===== src/rtl/bram_fifo_pkg.sv =====
// bram_fifo_pkg: shared sizing helpers and types for the BRAM-backed FWFT FIFO.
// Provides depth/capacity/pointer/level width helpers plus the output-buffer op encoding.
// Optional build macro used by the top: FIFO_CTRL_LEVEL_EN (adds level/almost flags).
package bram_fifo_pkg;

  localparam int ADDR_DEFAULT = 6;

  function automatic int depth_of(input int addr);
    return 1 << addr;
  endfunction

  // BRAM words plus the two output-buffer entries.
  function automatic int cap_of(input int addr);
    return (1 << addr) + 2;
  endfunction

  // Pointers carry one extra bit so full and empty are distinguishable.
  function automatic int ptr_w(input int addr);
    return addr + 1;
  endfunction

  // Level must hold 0..2**ADDR+2.
  function automatic int level_w(input int addr);
    return addr + 2;
  endfunction

  localparam int DEPTH = depth_of(ADDR_DEFAULT);
  localparam int CAP   = cap_of(ADDR_DEFAULT);

  typedef enum logic [1:0] {
    BUF_HOLD = 2'b00,
    BUF_POP  = 2'b01,
    BUF_CAP  = 2'b10,
    BUF_BOTH = 2'b11
  } buf_op_e;

endpackage


===== src/rtl/bram_fifo_outbuf.sv =====
// bram_fifo_outbuf: 2-entry FIFO that holds words returned by the BRAM read port.
// Ports: capture/cap_data load a word, pop removes the head; buf_cnt, valid, data are registered.
// Latency: a captured word is visible on data the cycle after capture; pop and capture may coincide.
module bram_fifo_outbuf
  import bram_fifo_pkg::*;
#(
  parameter int DATA = 8
) (
  input  logic            clk,
  input  logic            rst,
  input  logic            capture,
  input  logic [DATA-1:0] cap_data,
  input  logic            pop,
  output logic [1:0]      buf_cnt,
  output logic            valid,
  output logic [DATA-1:0] data
);

  logic [DATA-1:0] tail;
  logic [1:0]      cnt_nxt;
  buf_op_e         op;

  assign op = buf_op_e'({capture, pop});

  always_comb begin
    cnt_nxt = buf_cnt;
    case (op)
      BUF_POP: cnt_nxt = buf_cnt - 2'd1;
      BUF_CAP: cnt_nxt = buf_cnt + 2'd1;
      default: cnt_nxt = buf_cnt;
    endcase
  end

  // data is the head entry, tail the second; the controller never lets
  // buffered plus in-flight words exceed two, so capture always has room.
  always_ff @(posedge clk) begin
    if (rst) begin
      buf_cnt <= 2'd0;
      valid   <= 1'b0;
      data    <= '0;
      tail    <= '0;
    end else begin
      buf_cnt <= cnt_nxt;
      valid   <= (cnt_nxt != 2'd0);
      case (op)
        BUF_POP: data <= tail;
        BUF_CAP: begin
          if (buf_cnt == 2'd0) data <= cap_data;
          else                 tail <= cap_data;
        end
        BUF_BOTH: begin
          if (buf_cnt == 2'd2) begin
            data <= tail;
            tail <= cap_data;
          end else begin
            data <= cap_data;
          end
        end
        default: ;
      endcase
    end
  end

endmodule


===== src/rtl/bram_fifo_ctrl.sv =====
// bram_fifo_ctrl: turns a 2-port synchronous BRAM into a first-word-fall-through FIFO.
// Ports: in_* write stream, out_* read stream, mem_a_* read port A, mem_b_* write port B.
// Optional macro FIFO_CTRL_LEVEL_EN adds level, almost_full and almost_empty outputs.
module bram_fifo_ctrl
  import bram_fifo_pkg::*;
#(
  parameter int DATA = 8,
  parameter int ADDR = 6
) (
  input  logic              clk,
  input  logic              rst,
  input  logic              in_valid,
  output logic              in_ready,
  input  logic [DATA-1:0]   in_data,
  output logic              out_valid,
  input  logic              out_ready,
  output logic [DATA-1:0]   out_data,
  output logic              mem_a_we,
  output logic [ADDR-1:0]   mem_a_addr,
  input  logic [DATA-1:0]   mem_a_read,
  output logic              mem_b_we,
  output logic [ADDR-1:0]   mem_b_addr,
  output logic [DATA-1:0]   mem_b_write
`ifdef FIFO_CTRL_LEVEL_EN
  ,
  output logic [ADDR+1:0]   level,
  output logic              almost_full,
  output logic              almost_empty
`endif
);

  localparam int PW = ptr_w(ADDR);
  localparam logic [PW-1:0] FULL_CNT = PW'(depth_of(ADDR));

  logic [PW-1:0] wr_ptr;
  logic [PW-1:0] rd_ptr;
  logic [PW-1:0] ram_cnt;
  logic          inflight;
  logic [1:0]    buf_cnt;
  logic [1:0]    occ;
  logic          wr_fire;
  logic          pop;
  logic          issue;

  assign ram_cnt  = wr_ptr - rd_ptr;
  // Ready comes only from pointer state, never from out_ready.
  assign in_ready = (ram_cnt != FULL_CNT);
  assign wr_fire  = in_valid && in_ready && !rst;

  assign mem_b_we    = wr_fire;
  assign mem_b_addr  = wr_ptr[ADDR-1:0];
  assign mem_b_write = in_data;
  assign mem_a_we    = 1'b0;
  assign mem_a_addr  = rd_ptr[ADDR-1:0];

  assign pop = out_valid && out_ready;
  assign occ = buf_cnt + {1'b0, inflight};
  // Issue only while the buffer can absorb the returning word; a same-cycle
  // pop frees the slot the word will land in.
  assign issue = (ram_cnt != '0) && ((occ < 2'd2) || ((occ == 2'd2) && pop));

  always_ff @(posedge clk) begin
    if (rst) begin
      wr_ptr   <= '0;
      rd_ptr   <= '0;
      inflight <= 1'b0;
    end else begin
      wr_ptr   <= wr_ptr + PW'(wr_fire);
      rd_ptr   <= rd_ptr + PW'(issue);
      inflight <= issue;
    end
  end

  bram_fifo_outbuf #(.DATA(DATA)) u_outbuf (
    .clk      (clk),
    .rst      (rst),
    .capture  (inflight),
    .cap_data (mem_a_read),
    .pop      (pop),
    .buf_cnt  (buf_cnt),
    .valid    (out_valid),
    .data     (out_data)
  );

`ifdef FIFO_CTRL_LEVEL_EN
  localparam int LW = level_w(ADDR);

  // Total occupancy moves only on an accepted write or a pop.
  always_ff @(posedge clk) begin
    if (rst) level <= '0;
    else     level <= level + LW'(wr_fire) - LW'(pop);
  end

  assign almost_full  = (level >= LW'(depth_of(ADDR)));
  assign almost_empty = (level <= LW'(1));
`endif

endmodule


===== config.mk =====
export PLATFORM = sky130hd
export DESIGN_NAME = bram_fifo_ctrl
export DESIGN_NICKNAME = d
export VERILOG_FILES = /design/src/rtl/bram_fifo_pkg.sv /design/src/rtl/bram_fifo_outbuf.sv /design/src/rtl/bram_fifo_ctrl.sv
export SDC_FILE = /design/constraint.sdc
export NUM_CORES = 1
export LEC_CHECK = 0
export CAP_MARGIN = 20
export CORE_MARGIN = 3
export CORE_UTILIZATION = 40
export CTS_BUF_LIST = sky130_fd_sc_hd__clkbuf_4 sky130_fd_sc_hd__clkbuf_8
export DETAILED_ROUTE_END_ITERATION = 10
export GPL_TIMING_DRIVEN = 0
export PLACE_DENSITY = 0.8
export RECOVER_POWER = 50
export SLEW_MARGIN = 20
export SYNTH_ARGS = -nofsm -noshare
export SYNTH_HDL_FRONTEND = slang
export SYNTH_HIERARCHICAL = 1
export SYNTH_SLANG_ARGS = --single-unit

===== constraint.sdc =====
create_clock -name clk -period 2.7 [get_ports clk]
set_input_delay 0.27 -clock clk [delete_from_list [all_inputs] [get_ports clk]]
set_output_delay 0.27 -clock clk [all_outputs]
set_load 0.01 [all_outputs]

==> qor.yml, run 1 <==
ys_ff_latch: 34
synth_top_area_share_pct: 35.4
dieArea_um2: 5680
drc: 0
power_frac_comb_pct: 53.2
syn_inst: 217
drive_above_1_share_pct: 30.1
path_max_fanout: 4
worst_pin_slew_ns: 0.521
clockPowerShare_pct: 16.4
end_kind: "primary output"
status: "finished, final reports clean"
intPower_w: 0.00146
hold_violations: 0
clock_latency_ns: 0.28
post_drt_via_cell_ratio: 5.07
io_buffers: 42
cp_cell_sequence: "inv_1 > ha_4 > nand2b_1 > a21oi_1 > or3_4 > a221oi_4 > a21oi_2 > buf_4 > dlygate4sd2_1"
slew_viol_final: 0
synthDominantAreaCellType: "dfxtp_1"
wl_met2_um: 2230
worst_setup_path_start_kind: "flip-flop"
clkSinkCount: 34
drv_cap: 0
yosysMostFrequentCell: "dfxtp_1"
seq_power_share_pct: 30.4
cp.required_ns: 2.43
dr.pass1.iters: 4
path_clk_slew_ns: 0.07
rsz0062_at_grt: "true"
grt_pass1_vias: 1584
synth-main-ff-cell: "dfxtp_1"
power.total_w: 0.00237
die_w_um: 75.4
async_flop_share_pct: 0
synth_area_um2: 1920
ys_types: 35
arrival_ns: 2.41
holdPathStages: 2
tns_ns: 0
cts_tree: "built"
cts-hold-fix-buffers: 0
period_share_pct: 99.4
wl_met1_um: 1900
wl_um: 4370
core_um2: 4500
cts_buffer_depth: 2
yosysSeqAreaShare_pct: 35.4
rr_worst_depth: 14
slew_headroom_pct: 65.0
rows: 24
dr_wl_met3_um: 185
syn_avg_cell_area_um2: 8.87
synth_edf_count: 0
critical_path.slowest_cell: "or3_4"
post-dp-hpwl_um: 2960
grt_usage_pct: 15.7
diodes: 0
switchingPower_w: 0.000917
htree_levels: 2
grt_pass1_wl_um: 6920
hold_path_class: "reg -> reg"
worstSetupPathType: "reg -> out"
io_pins: 52
fmax_mhz: 373
nFillCells: 382
antenna_found_initial: 0
dp.cells: 311
ys_warn_count: 6
setup_viol: 0
fin_worst_skew_ns: 0.00586
fin_crit_ns: 2.68
timing.hold.ws_ns: 0.500
antenna_left: 0
synth_common_cells: "dfxtp_1, nor2_1, buf_4, a21oi_1, xnor2_1"
gp_congestion: 0.798
leakage_nw: 1.17
die_y_um: 75.4
syn-num-nets: 251
grt_max_degree: 12
via_count: 1695
cpPeakStageDelay_ns: 0.39
p_per_area_nw_per_um2: 845
max-vdd-ir-drop_mv: 0.562
path_buf_inv: 3
final_util_pct: 62.4
cts_made_buffers: 5
cp_num_cells: 9
start_util_pct: 42.7
fin_nets: 315
cts-root-buf: "clkbuf_8"
ys_top_cells_by_area: "dfxtp_1, ha_1, buf_4, xnor2_1, nor2_1"
area_growth_pct: 46.0
final-instance-count-excl-fill: 334
overflow: 0
crit_family: "compound AO/OA/AOI/OAI gates"
swShare_pct: 38.6
wire_per_inst_um: 13.1
drtIter0Drc: 59
topRoutingLayerUsed: "met4"
-- per-layer routing --
layer / GRT usage [%] / vias up
met5: 0 / -
met4: 5.63 / 0
met3: 2.77 / 8
met2: 27.7 / 48
met1: 19.1 / 793
li1: - / 846
-- cell families (layout without fill, tap and decap cells) --
logic type	count (synthesis)	after routing	synth area share, %
XOR/XNOR	19	19	8.65
adder cells (fa/ha/maj)	14	14	9.10
multiplexers	9	9	5.33
flip-flops	34	34	35.4
AND/OR/NAND/NOR	62	62	15.0
AO/OA/AOI/OAI	41	41	14.6
buffers and inverters	37	102	11.8
other	1	1	0.195
-- repair_timing --
| item | CTS | global route |
|---|---|---|
| cloned | 0 | 0 |
| gates resized for setup | 21 | 29 |
| pin swaps | 1 | 16 |
| setup endpoints to repair | 11 | 10 |
| setup buffers | 2 | 13 |
-- registers in the layout, indices dropped and copies added, names as in the netlist --
signal            count
inflight              1
rd_ptr                7
u_outbuf/buf_cnt      2
u_outbuf/data         8
u_outbuf/tail         8
u_outbuf/valid        1
wr_ptr                7
-- final timing paths --
path / from / slack, ns / endpoint
worst max-delay path: rd_ptr[1]$_SDFF_PP0_ / 0.02 / mem_b_we
worst min-delay path: u_outbuf/tail[7]$_SDFFE_PP0P_ / 0.50 / u_outbuf/tail[7]$_SDFFE_PP0P_
worst max register to register: rd_ptr[1]$_SDFF_PP0_ / 0.04 / rd_ptr[6]$_SDFF_PP0_
worst min register to register: u_outbuf/tail[7]$_SDFFE_PP0P_ / 0.50 / u_outbuf/tail[7]$_SDFFE_PP0P_
-- cell type report --
type                       count  area (um2)  area share [%]
multi-input combinational    146        1180            42.0
sequential                    34         704            25.1
timing repair buffer          57         534            19.0
buffer                        27         189            6.73
clock buffer                   6        82.6            2.94
tap                           52        65.1            2.32
inverter                      10        40.0            1.43
clock inverter                 2        12.5           0.445
-- stage by stage --
| step | setup WS (ns) | area [um2] |
|---|---|---|
| floorplan | 0.0419 | 1920 |
| global placement | -0.169 | 2410 |
| detailed placement | -0.202 | 2410 |
| CTS | 0.0131 | 2590 |
| global route | -0.111 | 2810 |
| finish | 0.0158 | 2810 |
-- layout by cell type, fill, tap and decap left out, types with 3 or more instances in the layout --
cell and instances:
mux2i_1 8, o21ai_0 8, nor2b_1 4, buf_4 35, clkbuf_8 6, xnor2_1 14, nand3_1 5, ha_4 5
clkdlybuf4s50_1 15, a211oi_1 9, inv_1 6, xor2_1 3, a21oi_1 10, a21oi_2 5, dlygate4sd3_1 25, dfxtp_1 27
ha_1 7, inv_2 3, nand2_1 4, dfxtp_4 6, nor2_1 29, nand2b_1 4
-- worst min-delay path, stage by stage (launching register included) --
cell and delay, ns:
dfxtp_1 0.33, mux2i_1 0.06, nor2_1 0.07
-- power by group through the flow --
stage                     Combinational (W)  Clock, W  Sequential, W
final                               0.00126  0.000389       0.000721
after CTS                           0.00117  0.000400       0.000723
after global placement              0.00110         0       0.000727
after floorplan                    0.000756         0       0.000741
after global routing                0.00141  0.000424       0.000742
after detailed placement            0.00113         0       0.000729
Note: power is estimated with default switching activity, not from simulation.
==> run 2: changes to the inputs <==
--- a/config.mk
+++ b/config.mk
@@ -7,11 +7,11 @@
 export LEC_CHECK = 0
 export CAP_MARGIN = 20
 export CORE_MARGIN = 3
-export CORE_UTILIZATION = 40
+export CORE_UTILIZATION = 45
 export CTS_BUF_LIST = sky130_fd_sc_hd__clkbuf_4 sky130_fd_sc_hd__clkbuf_8
 export DETAILED_ROUTE_END_ITERATION = 10
 export GPL_TIMING_DRIVEN = 0
-export PLACE_DENSITY = 0.8
+export PLACE_DENSITY = 0.87
 export RECOVER_POWER = 50
 export SLEW_MARGIN = 20
 export SYNTH_ARGS = -nofsm -noshare
==> qor.yml, run 2 (synthesis gave the netlist of run 1 again) <==
clock_latency_ns: 0.29  # about the same
cts_tree: "built"
max-vdd-ir-drop_mv: 0.548  # -2.4%
fin_worst_skew_ns: 0.00611  # +0.000254 ns
clkSinkCount: 34  # unchanged
nFillCells: 341  # -11%
dieArea_um2: 5100  # -10%
grt_pass1_vias: 1655  # +4.5%
core_um2: 4060  # -9.9%
hold_violations: 0  # unchanged
grt_max_degree: 12  # unchanged
diodes: 0  # unchanged
path_max_fanout: 5  # +1
worstSetupPathType: "reg -> reg"
period_share_pct: 95.5  # -3.9 points
dr.pass1.iters: 4  # unchanged
gp_congestion: 0.753  # -5.7%
rows: 23  # -4.2%
cp.required_ns: 2.87  # +0.44 ns
overflow: 0  # unchanged
die_y_um: 71.4  # -5.3%
antenna_found_initial: 0  # unchanged
hold_path_class: "reg -> reg"
wl_um: 4440  # +1.6%
worst_slack_ns: 0.121  # +0.105 ns
mostFrequentLayoutCells: "nor2_1, dfxtp_1, buf_4, dlygate4sd3_1, xnor2_1"
status: "finished, final reports clean"
reg2reg_slack_ns: 0.12  # +0.08 ns
via_count: 1666  # -1.7%
worst_setup_path_start_kind: "flip-flop"
multiInputGateArea_um2: 1130  # -4.3%
cts-root-buf: "clkbuf_8"
area_growth_pct: 38.0
post-dp-hpwl_um: 3060  # +3.6%
io_buffers: 42  # unchanged
grt_usage_pct: 17.8  # +2.1 points
arrival_ns: 2.75  # +0.34 ns
register_area_um2: 691  # -2.0%
layout_commonest_cell: "nor2_1"
antenna_left: 0  # unchanged
setup_viol: 0  # unchanged
end_kind: "flip-flop"
cts_buffer_depth: 2  # unchanged
slew_viol_final: 0  # unchanged
io_pins: 52  # unchanged
reg_top3: "u_outbuf/data (8), u_outbuf/tail (8)"
wire_per_inst_um: 13.8  # +5.3%
fmax_mhz: 388  # +4.1%
die_w_um: 71.4  # -5.3%
p_per_area_nw_per_um2: 865  # +2.4%
fin_crit_ns: 2.58  # -0.105 ns
fin_nets: 305  # -3.2%
dpl_worst_slack_ns: -0.157  # +0.0447 ns
htree_levels: 2  # unchanged
cts_made_buffers: 5  # unchanged
start_util_pct: 47.4  # +4.7 points
leakage_nw: 1.08  # -7.2%
drive_above_1_share_pct: 25.4  # -4.8 points
drtIter0Drc: 64  # +8.5%
fin_area_um2: 2660  # -5.4%
path_clk_slew_ns: 0.07  # about the same
dpl_cell_area_um2: 2410  # -0.10%
drv_cap: 0  # unchanged
drc: 0  # unchanged
post_drt_via_cell_ratio: 5.17  # +2.0%
grt_pass1_wl_um: 7290  # +5.4%
run 2: cell type report:
| cell class | instances | area share, % |
|---|---|---|
| inverters | 10 | 1.41 |
| flip-flops and latches | 34 | 26.0 |
| clock inverters | 2 | 0.471 |
| well taps | 50 | 2.36 |
| plain buffers | 27 | 7.11 |
| clock buffers | 6 | 3.11 |
| repair buffers | 47 | 17.0 |
| multi-input cells | 146 | 42.5 |
run 2: final timing paths:
kind | from | endpoint | cells after the start
setup / recovery | wr_ptr[2]$_SDFF_PP0_ | wr_ptr[6]$_SDFF_PP0_ | 12
hold / removal | u_outbuf/data[6]$_SDFFE_PP0P_ | u_outbuf/data[6]$_SDFFE_PP0P_ | 2
setup reg to reg | wr_ptr[2]$_SDFF_PP0_ | wr_ptr[6]$_SDFF_PP0_ | 12
hold reg to reg | u_outbuf/data[6]$_SDFFE_PP0P_ | u_outbuf/data[6]$_SDFFE_PP0P_ | 2
run 2: metrics by stage:
stage	hold slack [ns]	setup TNS, ns	instances	total power (W)	util [%]
2_1_floorplan	0.342	0	217	0.00150	-
3_3_place_gp	0.474	-0.389	309	0.00182	59.3
3_5_place_dp	0.489	-0.526	309	0.00186	59.3
4_1_cts	0.506	-0.00504	318	0.00229	63.2
5_1_grt	0.539	-0.0481	322	0.00247	65.5
6_report	0.498	0	322	0.00230	65.5
run 2: power by group:
group | switching [W] | internal (W) | total [W]
combinational | 0.000621 | 0.000561 | 0.00118
clock | 0.000189 | 0.000205 | 0.000394
sequential | 0.0000913 | 0.000630 | 0.000721
total | 0.000901 | 0.00140 | 0.00230
run 2: critical path, stage by stage, from the launching register on:
cell      delay, ns
dfxtp_1        0.50
ha_4           0.28
a21oi_2        0.20
a21oi_1        0.11
a31oi_2        0.22
a221oi_4       0.12
a21oi_2        0.16
ha_2           0.21
ha_2           0.21
nand3_2        0.09
nor2_1         0.18
xnor2_1        0.14
nor2_1         0.05
run 2: repair_timing:
item / 4_1_cts / 5_1_grt
setup endpoints to repair: 9 / 11
cloned: 0 / 0
buffers inserted: 1 / 4
hold buffers: 0 / 0
pin swaps: 1 / 8
resized for setup: 15 / 21
run 2: layer usage:
layer / vias up / wire length (um) / track usage [%]
met5: - / 0 / 0
met4: 0 / 59 / 6.47
met3: 6 / 187 / 4.63
met2: 37 / 2430 / 32.4
met1: 798 / 1770 / 19.8
li1: 825 / - / -
